===== src/rtl/clk_gen_multi_if.sv =====
// clk_gen_multi_if: configuration write bus for clk_gen_multi.
// One field write per cycle, addressed by channel and field select.
interface clk_gen_multi_if #(
    parameter int NUM_CH    = 2,
    parameter int DATA_BITS = 32
);
    localparam int CH_W = (NUM_CH > 1) ? $clog2(NUM_CH) : 1;

    logic                 cfg_we;
    logic [CH_W-1:0]      cfg_ch;
    logic [1:0]           cfg_sel;
    logic [DATA_BITS-1:0] cfg_wdata;

    modport master (
        output cfg_we,
        output cfg_ch,
        output cfg_sel,
        output cfg_wdata
    );

    modport slave (
        input cfg_we,
        input cfg_ch,
        input cfg_sel,
        input cfg_wdata
    );
endinterface


===== src/rtl/clk_gen_multi.sv =====
// clk_gen_multi: per-channel programmable divider clock, gated
// pulse train and counted burst generator with phase restart.
module clk_gen_multi #(
    parameter int NUM_CH       = 2,
    parameter int COUNTER_BITS = 32,
    parameter int PULSE_BITS   = 32,
    parameter int DATA_BITS    = 32
) (
    input  logic              clk,
    input  logic              reset,
    clk_gen_multi_if.slave    cfg,
    input  logic              sync_restart,
    output logic [NUM_CH-1:0] clk_o,
    output logic [NUM_CH-1:0] busy,
    output logic [NUM_CH-1:0] done
);
    localparam int CW   = COUNTER_BITS;
    localparam int PW   = PULSE_BITS;
    localparam int CH_W = (NUM_CH > 1) ? $clog2(NUM_CH) : 1;

    typedef enum logic [1:0] {
        M_OFF   = 2'd0,
        M_PULSE = 2'd1,
        M_AUTO  = 2'd2,
        M_CNT   = 2'd3
    } mode_e;

    logic [CW-1:0] wd_c;
    logic [PW-1:0] wd_p;

    if (DATA_BITS >= CW) begin : g_wc_trunc
        assign wd_c = cfg.cfg_wdata[CW-1:0];
    end else begin : g_wc_ext
        assign wd_c = {{(CW-DATA_BITS){1'b0}}, cfg.cfg_wdata};
    end

    if (DATA_BITS >= PW) begin : g_wp_trunc
        assign wd_p = cfg.cfg_wdata[PW-1:0];
    end else begin : g_wp_ext
        assign wd_p = {{(PW-DATA_BITS){1'b0}}, cfg.cfg_wdata};
    end

    for (genvar i = 0; i < NUM_CH; i++) begin : g_ch
        logic [CW-1:0] div_q, div_d;
        logic [CW-1:0] hi_q, hi_d;
        logic [CW-1:0] cnt_q, cnt_d;
        logic [PW-1:0] pc_q, pc_d;
        mode_e         mode_q, mode_d;
        logic          auto_q, auto_d;
        logic          done_q, done_d;
        logic [CW-1:0] d_eff, h_eff;
        logic          wr, wrap, pc_nz;

        always_comb begin
            d_eff  = (div_q < CW'(2)) ? CW'(2) : div_q;
            if (hi_q == '0)
                h_eff = d_eff >> 1;
            else if (hi_q >= d_eff)
                h_eff = d_eff - CW'(1);
            else
                h_eff = hi_q;
            wrap   = cnt_q >= (d_eff - CW'(1));
            pc_nz  = pc_q != '0;
            wr     = cfg.cfg_we && (cfg.cfg_ch == CH_W'(i));
            div_d  = div_q;
            hi_d   = hi_q;
            cnt_d  = cnt_q;
            pc_d   = pc_q;
            mode_d = mode_q;
            auto_d = auto_q;
            done_d = 1'b0;

            unique case (mode_q)
                M_AUTO: begin
                    auto_d = cnt_q < h_eff;
                    cnt_d  = wrap ? '0 : cnt_q + CW'(1);
                end
                M_CNT: begin
                    if (pc_nz) begin
                        auto_d = cnt_q < h_eff;
                        cnt_d  = wrap ? '0 : cnt_q + CW'(1);
                        if (wrap) begin
                            pc_d   = pc_q - PW'(1);
                            done_d = pc_q == PW'(1);
                        end
                    end else begin
                        cnt_d  = '0;
                        auto_d = 1'b0;
                    end
                end
                M_PULSE: begin
                    if (pc_nz) begin
                        pc_d   = pc_q - PW'(1);
                        done_d = pc_q == PW'(1);
                    end
                end
                default: ;
            endcase

            if (sync_restart && mode_q[1]) begin
                cnt_d  = '0;
                auto_d = 1'b0;
            end

            // Field writes land last so they override the running update.
            if (wr) begin
                unique case (1'b1)
                    cfg.cfg_sel == 2'd0: div_d = wd_c;
                    cfg.cfg_sel == 2'd1: hi_d  = wd_c;
                    cfg.cfg_sel == 2'd2: begin
                        pc_d   = wd_p;
                        done_d = 1'b0;
                        if (mode_q == M_CNT)
                            cnt_d = '0;
                    end
                    cfg.cfg_sel == 2'd3: begin
                        mode_d = mode_e'(cfg.cfg_wdata[1:0]);
                        if (cfg.cfg_wdata[1]) begin
                            cnt_d  = '0;
                            auto_d = 1'b0;
                        end
                    end
                    default: ;
                endcase
            end
        end

        always_ff @(posedge clk) begin
            if (!reset) begin
                div_q  <= CW'(2);
                hi_q   <= '0;
                cnt_q  <= '0;
                pc_q   <= '0;
                mode_q <= M_OFF;
                auto_q <= 1'b0;
                done_q <= 1'b0;
            end else begin
                div_q  <= div_d;
                hi_q   <= hi_d;
                cnt_q  <= cnt_d;
                pc_q   <= pc_d;
                mode_q <= mode_d;
                auto_q <= auto_d;
                done_q <= done_d;
            end
        end

        // PULSE mode gates the system clock directly.
        assign clk_o[i] = mode_q[1] ? auto_q :
                          (mode_q == M_PULSE) ? (clk & pc_nz) :
                          1'b0;
        assign busy[i]  = mode_q[0] & pc_nz;
        assign done[i]  = done_q;
    end
endmodule

===== src/flat_wrapper.sv =====
// flat-port wrapper written by rule: the top's interface ports become plain ports
module clk_gen_multi_flat 
#(
    parameter int NUM_CH       = 2,
    parameter int COUNTER_BITS = 32,
    parameter int PULSE_BITS   = 32,
    parameter int DATA_BITS    = 32
)
  (clk, reset, sync_restart, clk_o, busy, done, cfg_cfg_we, cfg_cfg_ch, cfg_cfg_sel, cfg_cfg_wdata);
  clk_gen_multi_if #(.NUM_CH(NUM_CH), .DATA_BITS(DATA_BITS)) cfg_i ();
  input  logic clk;
  input  logic reset;
  input  logic sync_restart;
  output logic [NUM_CH-1:0] clk_o;
  output logic [NUM_CH-1:0] busy;
  output logic [NUM_CH-1:0] done;
  input wire logic [$bits(cfg_i.cfg_we)-1:0] cfg_cfg_we;
  input wire logic [$bits(cfg_i.cfg_ch)-1:0] cfg_cfg_ch;
  input wire logic [$bits(cfg_i.cfg_sel)-1:0] cfg_cfg_sel;
  input wire logic [$bits(cfg_i.cfg_wdata)-1:0] cfg_cfg_wdata;
  assign cfg_i.cfg_we = cfg_cfg_we;
  assign cfg_i.cfg_ch = cfg_cfg_ch;
  assign cfg_i.cfg_sel = cfg_cfg_sel;
  assign cfg_i.cfg_wdata = cfg_cfg_wdata;
  clk_gen_multi #(.NUM_CH(NUM_CH), .COUNTER_BITS(COUNTER_BITS), .PULSE_BITS(PULSE_BITS), .DATA_BITS(DATA_BITS)) u_core (.clk(clk), .reset(reset), .cfg(cfg_i), .sync_restart(sync_restart), .clk_o(clk_o), .busy(busy), .done(done));
endmodule

===== config.mk =====
export PLATFORM = sky130hd
export DESIGN_NAME = clk_gen_multi_flat
export DESIGN_NICKNAME = d
export VERILOG_FILES = /design/src/rtl/clk_gen_multi_if.sv /design/src/rtl/clk_gen_multi.sv /design/src/flat_wrapper.sv
export SDC_FILE = /design/constraint.sdc
export NUM_CORES = 1
export LEC_CHECK = 0
export CORE_MARGIN = 2
export CORE_UTILIZATION = 35
export CTS_CLUSTER_SIZE = 28
export DETAILED_ROUTE_END_ITERATION = 8
export PLACE_DENSITY = 0.56
export SYNTH_ARGS = -nofsm -noshare
export SYNTH_HDL_FRONTEND = slang
export SYNTH_SLANG_ARGS = --single-unit

===== constraint.sdc =====
create_clock -name clk -period 15.71 [get_ports clk]
set_clock_uncertainty 0.05 [all_clocks]
set_input_delay 4.713 -clock clk [delete_from_list [all_inputs] [get_ports clk]]
set_output_delay 4.713 -clock clk [all_outputs]
set_load 0.01 [all_outputs]

== Word level (Yosys, flattened, before mapping) ==
Cells that the tools add are included.

* Equal/unequal tests: 11
* Bitwise operators: 5
* $add $sub $neg: 6
* Multiplexer cells: 62
* Reductions and logical operators: 15
* $lt $le $gt $ge: 8

{| class="wikitable"
|+ Operator list
! kind !! number
|-
| $mux W32 || 28
|-
| $pmux W32 S2 || 6
|-
| $ge A32 B32 Y1 || 4
|-
| $sub A32 B1 Y32 const B || 4
|-
| $add A32 B1 Y32 const B || 2
|-
| $eq A32 B1 Y1 const B || 2
|-
| $logic_not A32 Y1 || 2
|-
| $lt A32 B2 Y1 const B || 2
|-
| $lt A32 B32 Y1 || 2
|-
| $reduce_bool A32 Y1 || 2
|-
| $mux W1 || 24
|-
| $eq A2 B2 Y1 const B || 6
|-
| $reduce_and A2 Y1 || 6
|-
| $pmux W1 S2 || 4
|-
| $eq A2 B1 Y1 const B || 3
|-
| $and A1 B1 Y1 || 4
|-
| $logic_and A1 B1 Y1 || 4
|-
| $logic_not A2 Y1 || 1
|-
| $not A1 Y1 || 1
|}

* Register bits after elaboration: 264
* Word-level logic and storage cells: 121

== Logic depth before layout (Yosys ltp) ==
* Word-level depth: 12
* Mapped depth: 25

==> metrics.txt <==
# TYPE chip_impl_metric gauge
chip_impl_info{name="result_of_the_run",value="finished clean"} 1
chip_impl_metric{name="power.ir.vdd_worst",unit="mV"} 0.06723
chip_impl_metric{name="netlist_area",unit="um^2"} 20600
chip_impl_metric{name="numPortBuffers",unit=""} 44
chip_impl_info{name="grt_setup_unrepaired",value="false"} 1
chip_impl_metric{name="drt_drc_violations_left",unit=""} 0
chip_impl_metric{name="post_cts_buffers",unit=""} 0
chip_impl_metric{name="design.portCount",unit=""} 45
chip_impl_metric{name="gr-usage-all-layers",unit=""} 0.2345
chip_impl_metric{name="globalRouteOverflowTotal",unit=""} 0
chip_impl_info{name="clock_tree_from_tritoncts",value="built"} 1
chip_impl_metric{name="worst-path-stages",unit=""} 5
chip_impl_metric{name="post_synth.cell_area_avg",unit="um^2"} 7.448
chip_impl_metric{name="timing.critical_path.fanout_max",unit=""} 2
chip_impl_metric{name="clk_pin_slew",unit="ns"} 0.05
chip_impl_metric{name="areaGrowthSynthToFinish",unit="%"} 10.82
chip_impl_metric{name="maxSlewViolCount",unit=""} 0
chip_impl_metric{name="num_vias",unit=""} 20809
chip_impl_metric{name="core",unit="um^2"} 57920
chip_impl_metric{name="drt-initial-drc-count",unit=""} 1875
chip_impl_metric{name="cp.buffers_inverters",unit=""} 3
chip_impl_metric{name="drt_pre_antenna_iters",unit=""} 6
chip_impl_info{name="timing.critical_path.from",value="clk"} 1
chip_impl_metric{name="floorplan.die.width",unit="um"} 246.6
chip_impl_info{name="worstReg2RegEnd",value="u_core.g_ch[1].cnt_q[16]"} 1
chip_impl_metric{name="timing.final.hold_violations",unit=""} 0
chip_impl_metric{name="timing.critical_path.required",unit="ns"} 10.95
chip_impl_info{name="synth_area_leader_cell",value="dfxtp_1"} 1
chip_impl_metric{name="worst_skew_pair.late_latency",unit="ns"} 0.68
chip_impl_metric{name="layout-drive-gt1-share",unit=""} 0.04473
chip_impl_metric{name="yosys_warnings",unit=""} 0
chip_impl_metric{name="grt_antenna_before_repair",unit=""} 2
chip_impl_metric{name="final_nets",unit=""} 2973
chip_impl_metric{name="dpl.hpwl",unit="um"} 52520
chip_impl_metric{name="tightest_slew",unit="ns"} 1.180
chip_impl_metric{name="gpl.final_weighted_congestion",unit=""} 0.9241
chip_impl_info{name="synth.top_cells.by_area",value="dfxtp_1 (26%), ha_1 (12%), nand2_1 (7.8%), a21boi_0 (4.8%), o21ai_0 (4.2%)"} 1
chip_impl_info{name="timing.rr.start",value="u_core.g_ch[1].div_q[11]"} 1
chip_impl_info{name="crit_path_end_kind",value="output pin"} 1
chip_impl_metric{name="initial_utilization",unit=""} 0.3557
chip_impl_metric{name="wirelength",unit="um"} 72090
chip_impl_metric{name="maxCapViolations",unit=""} 0
chip_impl_metric{name="power_leakage",unit="nW"} 8.516
chip_impl_info{name="cp-endpoint",value="clk_o[1]"} 1
chip_impl_info{name="most_frequent_cells_after_synthesis",value="nand2_1 (426), dfxtp_1 (264), ha_1 (200)"} 1
chip_impl_info{name="start_kind",value="clock port"} 1
chip_impl_metric{name="relSlewSlack",unit=""} 0.2113
chip_impl_metric{name="setup_viol_count_final",unit=""} 0
chip_impl_metric{name="cts_hold_buf",unit=""} 0
chip_impl_metric{name="synth.net_count",unit=""} 3005
chip_impl_info{name="timing.hold.worst.class",value="reg2reg"} 1
chip_impl_metric{name="antenna_cells_inserted",unit=""} 0
chip_impl_metric{name="placementRows",unit=""} 88
chip_impl_info{name="critical_path.cell_chain",value="clkbuf_16 -> clkbuf_16 -> nand2_1 -> o21ai_0 -> clkdlybuf4s50_1"} 1
chip_impl_info{name="criticalPathCategory",value="clk2out"} 1
chip_impl_metric{name="ys_seq_elements",unit=""} 264
chip_impl_metric{name="final_core_utilization",unit=""} 0.3942
chip_impl_metric{name="die_height",unit="um"} 246.6
chip_impl_metric{name="netlist_instances",unit=""} 2766
chip_impl_metric{name="ff2ff_path_depth",unit=""} 20
chip_impl_info{name="synth.most_common_cell",value="nand2_1"} 1
chip_impl_metric{name="design.die.area",unit="um^2"} 60820
chip_impl_metric{name="grt_start_max_net_pins",unit=""} 91
chip_impl_metric{name="power_per_cell_area",unit="nW/um^2"} 90.27
chip_impl_metric{name="timing.critical_path.slowest_cell_delay",unit="ns"} 0.51
chip_impl_metric{name="synthArstFlopShare",unit=""} 0
chip_impl_metric{name="final.setup.tns",unit="ns"} 0
chip_impl_metric{name="grt_pass1_vias",unit=""} 19587
chip_impl_info{name="synth_top_flop_cell",value="dfxtp_1"} 1
chip_impl_metric{name="drt-vias-per-instance",unit=""} 5.920
chip_impl_metric{name="avgRoutedWirePerCell",unit="um"} 20.51
chip_impl_metric{name="worst_ep_arrival_time",unit="ns"} 8.83
chip_impl_metric{name="first_pass_grt_wire_length",unit="um"} 112700
chip_impl_metric{name="yosysTopAreaCellShare",unit=""} 0.2565
chip_impl_metric{name="synth_enable_flop_cells",unit=""} 0
chip_impl_info{name="cp_common_cell",value="clkbuf_16"} 1
chip_impl_info{name="critical-path-top-delay-family",value="buffers and inverters"} 1
chip_impl_metric{name="setup.reg_to_reg.worst_slack",unit="ns"} 8.44
chip_impl_metric{name="cts_repair_resize_count",unit=""} 0
chip_impl_metric{name="yosys.cell_types.count",unit=""} 90
chip_impl_info{name="cpMaxStageDelayCell",value="clkdlybuf4s50_1"} 1
chip_impl_metric{name="drt.antenna.violating_nets",unit=""} 0
chip_impl_metric{name="synth.yosys.seq_area_share",unit=""} 0.2565
==> cell families (layout without fill, tap and decap cells) <==
kind of cell,Yosys count,count (layout),synth area share
DFF,264,264,0.2565
buffers and inverters,269,253,0.05071
AOI/OAI and AO/OA,738,738,0.2326
xor gates and xnor gates,60,60,0.02551
adders and majority gates,200,200,0.1215
and+or+nand+nor,1171,1171,0.2821
muxes,64,64,0.03110
==> cell type report <==
type                       instances  area [um^2]
fill                            6062        35080
multi-input combinational       2233        14310
sequential                       264         5285
clock buffer                      51         1052
tap                              765        957.2
timing repair buffer              76        673.1
inverter                         119        446.7
clock inverter                     7        103.9
==> sequential cells by signal, summed over array words and instances, names as in the netlist <==
name                cells
u_core.g_ch.hi_q       64
u_core.g_ch.done_q      2
u_core.g_ch.auto_q      2
u_core.g_ch.pc_q       64
u_core.g_ch.div_q      64
u_core.g_ch.cnt_q      64
u_core.g_ch.mode_q      4
==> where the power goes <==
group / switching, W / leakage (nW) / internal (W)
clock: 0.000335 / 0.569 / 0.000492
sequential: 0.0000249 / 2.14 / 0.000687
combinational: 0.000335 / 5.81 / 0.000187
==> cells in the final DEF (no fill, tap or decap), drive strengths merged, types with 86 or more instances in the layout <==
cell type    n
a21boi     131
a21oi      172
dfxtp      264
ha         200
inv        121
nand2      429
nand3       86
nor2       174
nor3        90
o21ai      180
==> worst min-delay path by stage <==
stage	slack [ns]	startpoint	depth (start not counted)	endpoint
3_3_place_gp	0.42	u_core.g_ch[1].div_q[22]	2	u_core.g_ch[1].div_q[22]
3_5_place_dp	0.43	u_core.g_ch[0].div_q[25]	2	u_core.g_ch[0].div_q[25]
6_report	0.43	u_core.g_ch[0].div_q[25]	2	u_core.g_ch[0].div_q[25]
2_1_floorplan	0.40	u_core.g_ch[0].auto_q	1	u_core.g_ch[0].auto_q
5_1_grt	0.46	u_core.g_ch[0].auto_q	1	u_core.g_ch[0].auto_q
4_1_cts	0.43	u_core.g_ch[0].div_q[25]	2	u_core.g_ch[0].div_q[25]
==> tightest hold or removal path, delay by kind of cell, from the launching register on <==
family	cells	cell delay, ns
flops	1	0.32
simple gates	1	0.05
compound gates	1	0.06
==> metal layers <==
metal	part of all wire	global-route usage	routed length [um]
met5	0.00035	0	25
met2	0.44	0.3654	31950
met1	0.47	0.3239	33580
met3	0.061	0.04074	4369
met4	0.030	0.08186	2161
==> metrics by stage <==
| stage | cell area, um^2 | power, W | std cells | hold slack [ns] | setup slack, ns |
|---|---|---|---|---|---|
| 2_1_floorplan | 20600 | 0.001089 | 2766 | 0.3998 | 2.929 |
| 3_3_place_gp | 21690 | 0.001231 | 3459 | 0.4174 | 2.500 |
| 3_5_place_dp | 21690 | 0.001240 | 3459 | 0.4255 | 2.500 |
| 4_1_cts | 22830 | 0.002070 | 3515 | 0.4327 | 2.069 |
| 5_1_grt | 22830 | 0.002156 | 3515 | 0.4642 | 2.058 |
| 6_report | 22830 | 0.002061 | 3515 | 0.4303 | 2.112 |
Note: power is estimated with default switching activity, not from simulation.
